File: src/rtl/spi_display_receiver.sv
// spi_display_receiver: MAX7219-style display controller fed by a 3-wire serial link.
// Latency: pin edge -> internal event SYNC_STAGES+1 clk; register commit 1 clk after synced cs rise.
// Backpressure: none; the sender must keep sck at or below clk/4 and frames are taken as they arrive.
//
// Ports: clk/rst_n (async active-low); sck/cs/mosi serial link (async to clk);
//   rd_digit/rd_data combinational digit read; decode_mode/intensity/scan_limit/
//   shutdown_n/display_test control registers; frame_valid/frame_error one-cycle
//   pulses; frame_addr/frame_data last committed frame; frame_count committed frames.
module spi_display_receiver #(
  parameter int SYNC_STAGES = 2,
  parameter int FRAME_BITS  = 16
) (
  input  logic        clk,
  input  logic        rst_n,
  input  logic        sck,
  input  logic        cs,
  input  logic        mosi,
  input  logic [2:0]  rd_digit,
  output logic [7:0]  rd_data,
  output logic [7:0]  decode_mode,
  output logic [3:0]  intensity,
  output logic [2:0]  scan_limit,
  output logic        shutdown_n,
  output logic        display_test,
  output logic        frame_valid,
  output logic [3:0]  frame_addr,
  output logic [7:0]  frame_data,
  output logic        frame_error,
  output logic [15:0] frame_count
);

  typedef enum logic [1:0] {IDLE, SHIFT, COMMIT} state_t;

  localparam logic [4:0] FRAME_LEN = 5'(FRAME_BITS);

  // ---------------------------------------------------------------------------
  // Input synchronizers and edge detection
  // ---------------------------------------------------------------------------
  logic [SYNC_STAGES-1:0] sck_sync_q, cs_sync_q, mosi_sync_q;
  logic                   sck_dly_q, cs_dly_q;
  // warm_q fills with ones after reset; once full, the cs chain holds real pin
  // samples instead of its reset value, so "cs seen high" can be trusted.
  logic [SYNC_STAGES:0]   warm_q;
  logic                   armed_q;

  always_ff @(posedge clk or negedge rst_n) begin
    if (!rst_n) begin
      sck_sync_q  <= '0;
      cs_sync_q   <= '1;
      mosi_sync_q <= '0;
      sck_dly_q   <= 1'b0;
      cs_dly_q    <= 1'b1;
      warm_q      <= '0;
      armed_q     <= 1'b0;
    end else begin
      sck_sync_q  <= {sck_sync_q[SYNC_STAGES-2:0], sck};
      cs_sync_q   <= {cs_sync_q[SYNC_STAGES-2:0], cs};
      mosi_sync_q <= {mosi_sync_q[SYNC_STAGES-2:0], mosi};
      sck_dly_q   <= sck_sync_q[SYNC_STAGES-1];
      cs_dly_q    <= cs_sync_q[SYNC_STAGES-1];
      warm_q      <= {warm_q[SYNC_STAGES-1:0], 1'b1};
      // A frame may only start after cs has genuinely been observed high,
      // which discards a cs already low when reset is released.
      armed_q     <= armed_q | (warm_q[SYNC_STAGES] & cs_sync_q[SYNC_STAGES-1]);
    end
  end

  logic sck_s, cs_s, mosi_s;
  logic sck_rise, cs_rise, cs_fall;

  assign sck_s    = sck_sync_q[SYNC_STAGES-1];
  assign cs_s     = cs_sync_q[SYNC_STAGES-1];
  assign mosi_s   = mosi_sync_q[SYNC_STAGES-1];
  assign sck_rise = sck_s & ~sck_dly_q;
  assign cs_rise  = cs_s & ~cs_dly_q;
  assign cs_fall  = ~cs_s & cs_dly_q & armed_q;

  // ---------------------------------------------------------------------------
  // Frame FSM
  // ---------------------------------------------------------------------------
  state_t state_q, state_d;

  always_ff @(posedge clk or negedge rst_n) begin
    if (!rst_n) state_q <= IDLE;
    else        state_q <= state_d;
  end

  always_comb begin
    state_d = state_q;
    case (state_q)
      IDLE:    if (cs_fall) state_d = SHIFT;
      SHIFT:   if (cs_rise) state_d = COMMIT;
      COMMIT:  state_d = IDLE;
      default: state_d = IDLE;
    endcase
  end

  logic [4:0] cnt_q, cnt_d;
  logic       clr_en, shift_en, commit_en, reject_en;

  always_comb begin
    clr_en    = 1'b0;
    shift_en  = 1'b0;
    commit_en = 1'b0;
    reject_en = 1'b0;
    case (state_q)
      IDLE:   clr_en   = cs_fall;
      // An sck edge landing together with the cs rise does not count.
      SHIFT:  shift_en = sck_rise & ~cs_rise;
      COMMIT: begin
        commit_en = (cnt_q == FRAME_LEN);
        reject_en = (cnt_q != FRAME_LEN);
      end
      default: ;
    endcase
  end

  // ---------------------------------------------------------------------------
  // Datapath and register file
  // ---------------------------------------------------------------------------
  // Only address/data bits [11:8]/[7:0] are ever used; older frame bits simply
  // fall off the top of a 12-bit shifter.
  logic [11:0] shift_q, shift_d;
  logic [7:0]  digit_q [8];
  logic [7:0]  digit_d [8];
  logic [7:0]  decode_q, decode_d;
  logic [3:0]  intens_q, intens_d;
  logic [2:0]  scan_q, scan_d;
  logic        shdn_n_q, shdn_n_d;
  logic        dtest_q, dtest_d;
  logic        fvld_q, fvld_d;
  logic        ferr_q, ferr_d;
  logic [3:0]  faddr_q, faddr_d;
  logic [7:0]  fdata_q, fdata_d;
  logic [15:0] fcnt_q, fcnt_d;
  logic [3:0]  new_addr;
  logic [7:0]  new_data;

  assign new_addr = shift_q[11:8];
  assign new_data = shift_q[7:0];

  always_comb begin
    shift_d  = shift_q;
    cnt_d    = cnt_q;
    digit_d  = digit_q;
    decode_d = decode_q;
    intens_d = intens_q;
    scan_d   = scan_q;
    shdn_n_d = shdn_n_q;
    dtest_d  = dtest_q;
    faddr_d  = faddr_q;
    fdata_d  = fdata_q;
    fcnt_d   = fcnt_q;
    fvld_d   = commit_en;
    ferr_d   = reject_en;

    if (clr_en) begin
      shift_d = '0;
      cnt_d   = '0;
    end else if (shift_en) begin
      shift_d = {shift_q[10:0], mosi_s};
      if (cnt_q != 5'd31) cnt_d = cnt_q + 5'd1;
    end

    if (commit_en) begin
      faddr_d = new_addr;
      fdata_d = new_data;
      fcnt_d  = fcnt_q + 16'd1;
      case (new_addr)
        4'h1, 4'h2, 4'h3, 4'h4,
        4'h5, 4'h6, 4'h7, 4'h8: digit_d[3'(new_addr - 4'd1)] = new_data;
        4'h9:    decode_d = new_data;
        4'hA:    intens_d = new_data[3:0];
        4'hB:    scan_d   = new_data[2:0];
        4'hC:    shdn_n_d = new_data[0];
        4'hF:    dtest_d  = new_data[0];
        default: ;  // 0x0 no-op, 0xD/0xE ignored
      endcase
    end
  end

  always_ff @(posedge clk or negedge rst_n) begin
    if (!rst_n) begin
      shift_q  <= '0;
      cnt_q    <= '0;
      for (int i = 0; i < 8; i++) digit_q[i] <= '0;
      decode_q <= '0;
      intens_q <= '0;
      scan_q   <= '0;
      shdn_n_q <= 1'b0;
      dtest_q  <= 1'b0;
      fvld_q   <= 1'b0;
      ferr_q   <= 1'b0;
      faddr_q  <= '0;
      fdata_q  <= '0;
      fcnt_q   <= '0;
    end else begin
      shift_q  <= shift_d;
      cnt_q    <= cnt_d;
      digit_q  <= digit_d;
      decode_q <= decode_d;
      intens_q <= intens_d;
      scan_q   <= scan_d;
      shdn_n_q <= shdn_n_d;
      dtest_q  <= dtest_d;
      fvld_q   <= fvld_d;
      ferr_q   <= ferr_d;
      faddr_q  <= faddr_d;
      fdata_q  <= fdata_d;
      fcnt_q   <= fcnt_d;
    end
  end

  assign rd_data      = digit_q[rd_digit];
  assign decode_mode  = decode_q;
  assign intensity    = intens_q;
  assign scan_limit   = scan_q;
  assign shutdown_n   = shdn_n_q;
  assign display_test = dtest_q;
  assign frame_valid  = fvld_q;
  assign frame_error  = ferr_q;
  assign frame_addr   = faddr_q;
  assign frame_data   = fdata_q;
  assign frame_count  = fcnt_q;

endmodule

File: config.mk
export PLATFORM = sky130hd
export DESIGN_NAME = spi_display_receiver
export DESIGN_NICKNAME = d
export VERILOG_FILES = /design/src/rtl/spi_display_receiver.sv
export SDC_FILE = /design/constraint.sdc
export NUM_CORES = 1
export LEC_CHECK = 0
export ABC_CLOCK_PERIOD_IN_PS = 2200
export BUFFER_PORTS_ARGS = -buffer_cell sky130_fd_sc_hd__buf_4
export CAP_MARGIN = 20
export CORE_MARGIN = 5
export CORE_UTILIZATION = 40
export CTS_BUF_LIST = sky130_fd_sc_hd__clkbuf_8
export DETAILED_ROUTE_END_ITERATION = 16
export GPL_TIMING_DRIVEN = 1
export PLACE_DENSITY_LB_ADDON = 0.08
export REMOVE_ABC_BUFFERS = 1
export SETUP_SLACK_MARGIN = 0.02
export SYNTH_ARGS = -nofsm -noshare
export SYNTH_HDL_FRONTEND = slang
export SYNTH_SLANG_ARGS = --single-unit
File: constraint.sdc
create_clock -name clk -period 2.2 [get_ports clk]
set_input_delay 0.11 -clock clk [delete_from_list [all_inputs] [get_ports clk]]
set_output_delay 0.11 -clock clk [all_outputs]
set_load 0.01 [all_outputs]
==> results of run 1 <==
==> layout by cell type, fill, tap and decap left out, types with 5 or more instances in the layout <==
cell type / instances
xnor2_1: 15
mux4_2: 16
buf_6: 10
dfrtp_1: 139
mux2_4: 29
nand4_1: 6
nor4_1: 5
nand2_1: 46
clkinvlp_4: 6
mux2_2: 60
clkbuf_8: 17
mux2i_1: 12
buf_4: 99
nand3_1: 5
nor3_1: 7
nor2_1: 20
==> per-layer routing <==
metal  up-vias  share of wire  track usage
met3        15          0.040       0.0379
met1      1975           0.49        0.216
met5         -              0            0
li1       1776              -            -
met2        66           0.46        0.237
met4         0          0.014       0.0531
==> synthesized netlist by cell type <==
library cell / instances / area, µm²
mux2_4: 8 / 120
a21o_1: 1 / 7.51
nand4b_2: 1 / 15.0
ha_1: 8 / 100
nand2_1: 47 / 176
a21oi_1: 3 / 15.0
or2_0: 1 / 6.26
nand4bb_1: 2 / 22.5
mux2_2: 81 / 912
xor2_1: 4 / 35.0
nor4_1: 6 / 37.5
mux4_2: 16 / 360
or3_1: 2 / 12.5
buf_2: 5 / 25.0
nand4_1: 6 / 37.5
buf_1: 2 / 7.51
xnor2_1: 15 / 131
or4_1: 2 / 15.0
or3b_1: 1 / 8.76
dfstp_2: 3 / 78.8
nor3b_1: 1 / 7.51
inv_1: 6 / 22.5
buf_6: 1 / 11.3
nor2_1: 20 / 75.1
nor2b_1: 3 / 18.8
nor3_1: 7 / 35.0
nand3b_1: 2 / 15.0
nand3_1: 5 / 25.0
nor2_2: 2 / 12.5
and3_1: 1 / 6.26
dfrtp_1: 139 / 3480
o211ai_1: 1 / 7.51
or4_4: 1 / 11.3
o21ai_0: 3 / 15.0
conb_1: 1 / 3.75
nand2b_1: 3 / 18.8
nor4b_1: 1 / 8.76
inv_2: 1 / 3.75
mux2i_1: 12 / 120
nor3_4: 1 / 16.3
nor4_4: 2 / 42.5
clkbuf_1: 15 / 56.3
==> worst register-to-register path: stages (launching register included) <==
cell and delay, ns:
dfrtp_1 0.41, or3b_1 0.38, or4_4 0.56, or3_4 0.45
mux2_4 0.33
==> cell type report <==
type / instances / area (µm²) / area share
repair buffers: 117 / 976 / 0.124
clock inverters: 15 / 173 / 0.0220
clock buffers: 17 / 234 / 0.0298
multi-input cells: 270 / 2640 / 0.337
well taps: 188 / 235 / 0.0300
flip-flops and latches: 142 / 3560 / 0.454
inverters: 7 / 26.3 / 0.00335
==> stage by stage <==
stage	cells	setup slack, ns	hold slack [ns]	TNS [ns]	power (mW)
floorplan	419	-0.534	-0.186	-21.89	2.84
global placement	711	-0.0865	0.219	-2.16	3.01
detailed placement	711	-0.178	0.222	-6.37	3.02
CTS	756	-0.0629	0.281	-0.991	5.17
global route	756	-0.0939	0.305	-2.48	5.33
finish	756	-0.0550	0.252	-0.671	5.10
==> sequential cells by signal (all words and copies together) (netlist names), 2 cells and up <==
name	flops
sck_sync_q	2
mosi_sync_q	2
frame_addr	4
state_q	2
intensity	4
shift_q	12
cnt_q	5
cs_sync_q	2
scan_limit	3
digit_q	64
decode_mode	8
frame_count	16
warm_q	3
frame_data	8
==> cells by family after synthesis <==
family	Yosys count	share of synthesized area
AOI/OAI and AO/OA	8	0.00734
xor gates and xnor gates	19	0.0271
adders and majority gates	8	0.0163
buffers and inverters	30	0.0206
DFF	142	0.580
muxes	117	0.247
other	1	0.000611
and+or+nand+nor	117	0.102
==> how the worst min path moves through the flow <==
| stage | slack, ns | cells past startpoint | from | endpoint |
|---|---|---|---|---|
| floorplan | -0.19 | 0 | rst_n | armed_q$_DFF_PN0_ |
| global placement | 0.22 | 1 | cs | cs_sync_q[0]$_DFF_PN1_ |
| detailed placement | 0.22 | 1 | mosi | mosi_sync_q[0]$_DFF_PN0_ |
| CTS | 0.28 | 2 | sck | sck_sync_q[0]$_DFF_PN0_ |
| global route | 0.30 | 2 | mosi | mosi_sync_q[0]$_DFF_PN0_ |
| finish | 0.25 | 3 | rst_n | frame_count[8]$_DFFE_PN0P_ |
==> power by group through the flow <==
stage          registers, mW  logic (mW)  clock network [mW]
2_1_floorplan           2.75      0.0931                   0
5_1_grt                 2.72       0.318                2.30
3_5_place_dp            2.76       0.259                   0
3_3_place_gp            2.76       0.250                   0
4_1_cts                 2.71       0.278                2.18
6_report                2.71       0.285                2.11
==> timing repair <==
action                                  in CTS  in global routing
hold buffers                                 4                  0
gates resized for setup                     20                 33
gates cloned                                 0                  0
endpoints found under the setup margin      64                 74
buffers inserted                             9                  4
endpoints found under the hold margin      142                  0
pin swaps                                    4                 11
==> results.txt, run 1 <==
DRC errors left = 0
R2R depth = 4
Stages on worst setup path = 4
pin count of the biggest net entering global routing = 143
Post-Syn Area = 6140 µm²
H-Tree Level Count = 4
worst reg2reg setup slack = -0.06 ns
HPWL after DPL = 8570 µm
Initial Util = 0.405
CTS tree = yes
Synth Register Bits = 142
pwr/cell area = 651 nW/µm²
antenna violations before repair = 0
fin worst setup slack = -0.0550 ns
share of layout cells above drive strength 1 = 0.482
routed len/inst = 17.4 µm
NumNets Final = 571
internal power = 3.89 mW
GRT Total Usage = 0.154
RSZ-0062 raised after global routing = true
Setup crit end kind = flip-flop
worst path bufs/invs = 0
Arr. time, crit path = 2.58 ns
switching share of total power = 0.237
CTS Sinks = 142
core area = 15100 µm²
layout overhead on the synthesized area = 27.8%
Syn. warnings = 0
Reg2Reg Capture Point = digit_q[36]$_DFFE_PN0P_
Via Count = 3832
Routed WL = 13200 µm
vias in the first global route = 4016
Max Cap Viol = 0
clock share of power = 0.413
minimum clock period = 2.26 ns
sequential power share = 0.531
Data required, critical path = 2.52 ns
vias per cell = 5.07
# rows = 45
Antenna Nets Post-Route = 0
# fillers = 1351
GRT overflow = 0
clock-pin slew on the worst setup and hold paths = 0.08 ns
Lkg Pwr = 3.94 nW
post-place instance area = 7110 µm²
Psw = 1.21 mW
final core occ = 0.518
critical path class = flip-flop to flip-flop
GPL Wtd Cong = 0.733
die footprint = 17900 µm²
post-synthesis cell type count = 42
Post-Synthesis Cells = 442
width of the die = 134 µm
worst slew pin tran = 0.854 ns
Slew HR = 0.431
I/O pin cnt = 63
starting DRC count in detailed routing = 154
CP Launch Type = flip-flop
CP endpoint = digit_q[36]$_DFFE_PN0P_
ANT cells = 0
R2R Path Start = state_q[0]$_DFFE_PN0P_
CTS Root Cell = clkbuf_8
CP cell instances = or3b_1 > or4_4 > or3_4 > mux2_4
slowest library cell on the worst path = or4_4
worst-path fanout max = 8
Seq/Total Area, Yosys = 0.580
family with the most delay on the worst path = simple AND/OR/NAND/NOR gates
Final Instance Area = 7840 µm²
Max Transition Viols Final = 0
final setup fails = 17
total CTS buffers = 17
Final Cycle Share = 1.03
status = finished with violations
clk_lat worst skew = 0.44 ns
Worst Hold Class = input port to asynchronous set/reset pin
Synth Area per Inst = 13.9 µm²
number of hold violations in the final report = 0
failing checks = negative setup slack
Final Skew = 0.00533 ns
worst vdd ir = 0.383 mV
CP max stage delay = 0.56 ns
logic gate share of total power = 0.056
Setup crit start = state_q[0]$_DFFE_PN0P_
clock tree buffer depth = 2
Die Y = 134 µm
Max Clk Rate = 0.443 GHz
first-pass GRT wire length = 21500 µm
TritonRoute pass-1 iters = 5
number of port buffers = 62
No activity file was read; power rests on OpenSTA's default activity.
==> run 2, diff against run 1 <==
--- a/config.mk
+++ b/config.mk
@@ -5,7 +5,7 @@
 export SDC_FILE = /design/constraint.sdc
 export NUM_CORES = 1
 export LEC_CHECK = 0
-export ABC_CLOCK_PERIOD_IN_PS = 2200
+export ABC_CLOCK_PERIOD_IN_PS = 1900
 export BUFFER_PORTS_ARGS = -buffer_cell sky130_fd_sc_hd__buf_4
 export CAP_MARGIN = 20
 export CORE_MARGIN = 5
==> constraint.sdc (replaced) <==
create_clock -name clk -period 1.9 [get_ports clk]
set_input_delay 0.095 -clock clk [delete_from_list [all_inputs] [get_ports clk]]
set_output_delay 0.095 -clock clk [all_outputs]
set_load 0.01 [all_outputs]
==> run 2 against run 1 <==
Against the previous run: the flow still finishes with violations (negative setup slack); clock-buffer cell count up 1; flip-flop and latch count unchanged; sequential power increased by 16%; fmax is 1.1% higher; register-to-register slack worse by 0.27 ns; hold slack worse by 0.11 ns; cell count increased by 2.1%; global-route usage up 0.43 points; cell area increased by 4.2%; non-clock buffer count grew 16.
==> results.txt, run 2 (same netlist as run 1, synthesis figures left out) <==
status = finished with violations
Via Count = 3885
starting DRC count in detailed routing = 202
Die Y = 134 µm
Routed WL = 13700 µm
share of layout cells above drive strength 1 = 0.522
first-pass GRT wire length = 22000 µm
# fillers = 1301
TNS Setup = -14.03 ns
antenna violations before repair = 0
final setup fails = 56
Antenna Nets Post-Route = 0
Most flops, register = digit_q
GRT overflow = 0
# rows = 45
fin worst setup slack = -0.330 ns
Worst Hold Class = input port to asynchronous set/reset pin
Data required, critical path = 2.23 ns
Setup crit end kind = flip-flop
Final Skew = 0.00439 ns
GRT Total Usage = 0.159
Arr. time, crit path = 2.56 ns
CTS Root Cell = clkbuf_8
TritonRoute pass-1 iters = 4
worst-path fanout max = 8
Final Cycle Share = 1.17
pwr/cell area = 751 nW/µm²
routed len/inst = 17.7 µm
clock-pin slew on the worst setup and hold paths = 0.08 ns
die footprint = 17900 µm²
minimum clock period = 2.23 ns
Max Cap Viol = 0
commonest cells after routing, fill and taps aside = dfrtp_1 (139), buf_4 (104), mux2_2 (52)
ANT cells = 0
multi-input logic area = 2770 µm²
number of port buffers = 62
CP Launch Type = flip-flop
max FFs per register = 64
clock tree buffer depth = 2
Sequential cell area = 3560 µm²
total CTS buffers = 17
DRC errors left = 0
failing checks = negative setup slack
Initial Util = 0.405
Lkg Pwr = 4.08 nW
NumNets Final = 587
worst vdd ir = 0.383 mV
vias in the first global route = 4070
CTS tree = yes
RSZ-0062 raised after global routing = true
total power = 6.14 mW
critical path class = flip-flop to flip-flop
core area = 15100 µm²
worst slew pin tran = 0.584 ns
H-Tree Level Count = 4
clk_lat worst skew = 0.45 ns
layout overhead on the synthesized area = 33.2%
width of the die = 134 µm
number of hold violations in the final report = 0
Slew HR = 0.611
HPWL after DPL = 8920 µm
I/O pin cnt = 63
Max Clk Rate = 0.449 GHz
CTS Sinks = 142
Max Transition Viols Final = 0
most common cell after layout, fill and taps aside = dfrtp_1
GPL Wtd Cong = 0.722
pin count of the biggest net entering global routing = 44
vias per cell = 5.03
[run 2: final timing paths]
kind	end	cells after the start	slack, ns	from
min in group clk	mosi_sync_q[0]$_DFF_PN0_	2	0.29	mosi
max in group asynchronous	digit_q[59]$_DFFE_PN0P_	3	1.10	rst_n
worst min-delay path	frame_count[7]$_DFFE_PN0P_	2	0.14	rst_n
worst max-delay path	digit_q[35]$_DFFE_PN0P_	4	-0.33	shift_q[11]$_DFFE_PN0P_
worst max register to register	digit_q[35]$_DFFE_PN0P_	4	-0.33	shift_q[11]$_DFFE_PN0P_
worst min register to register	warm_q[2]$_DFF_PN0_	0	0.35	warm_q[1]$_DFF_PN0_
[run 2: through the flow]
stage / instances / util / hold WS, ns / area, µm² / worst slack (ns)
global placement: 719 / 0.473 / 0.0432 / 7170 / -0.370
global route: 772 / 0.540 / 0.152 / 8170 / -0.382
finish: 772 / 0.540 / 0.139 / 8170 / -0.330
CTS: 763 / 0.518 / 0.128 / 7850 / -0.358
floorplan: 419 / - / -0.201 / 6040 / -0.834
detailed placement: 719 / 0.473 / 0.0471 / 7170 / -0.447
[run 2: layer usage]
layer	track usage	up-vias	wire, µm
met5	0	-	0
met4	0.0634	0	257
met3	0.0386	21	447
met2	0.238	64	6360
met1	0.223	1995	6630
li1	-	1805	-
[run 2: worst max-delay path, stage by stage (launching register included)]
cell     delay (ns)
dfrtp_1        0.38
or3b_1         0.40
or4_4          0.56
or3_4          0.45
mux2_4         0.33
[run 2: cell type report]
type,instances,share of cell area
Clock buffer,18,0.0303
Sequential cell,142,0.435
Tap cell,188,0.0288
Clock inverter,14,0.0236
Inverter,7,0.00383
Multi-Input combinational cell,270,0.339
Timing Repair Buffer,133,0.139
[run 2: where the power goes]
part           switching [mW]  leakage [nW]  internal (mW)
registers              0.0706          1.95           3.07
clock network            1.17         0.203           1.46
logic                   0.209          1.94          0.161
total                    1.45          4.08           4.69
[run 2: what timing repair did]
item	in CTS	in global routing
setup endpoints to repair	82	100
gates resized for setup	33	65
hold endpoints to repair	122	0
setup buffers	9	15
pin swaps	8	15
gates cloned	0	0
hold buffers	4	0
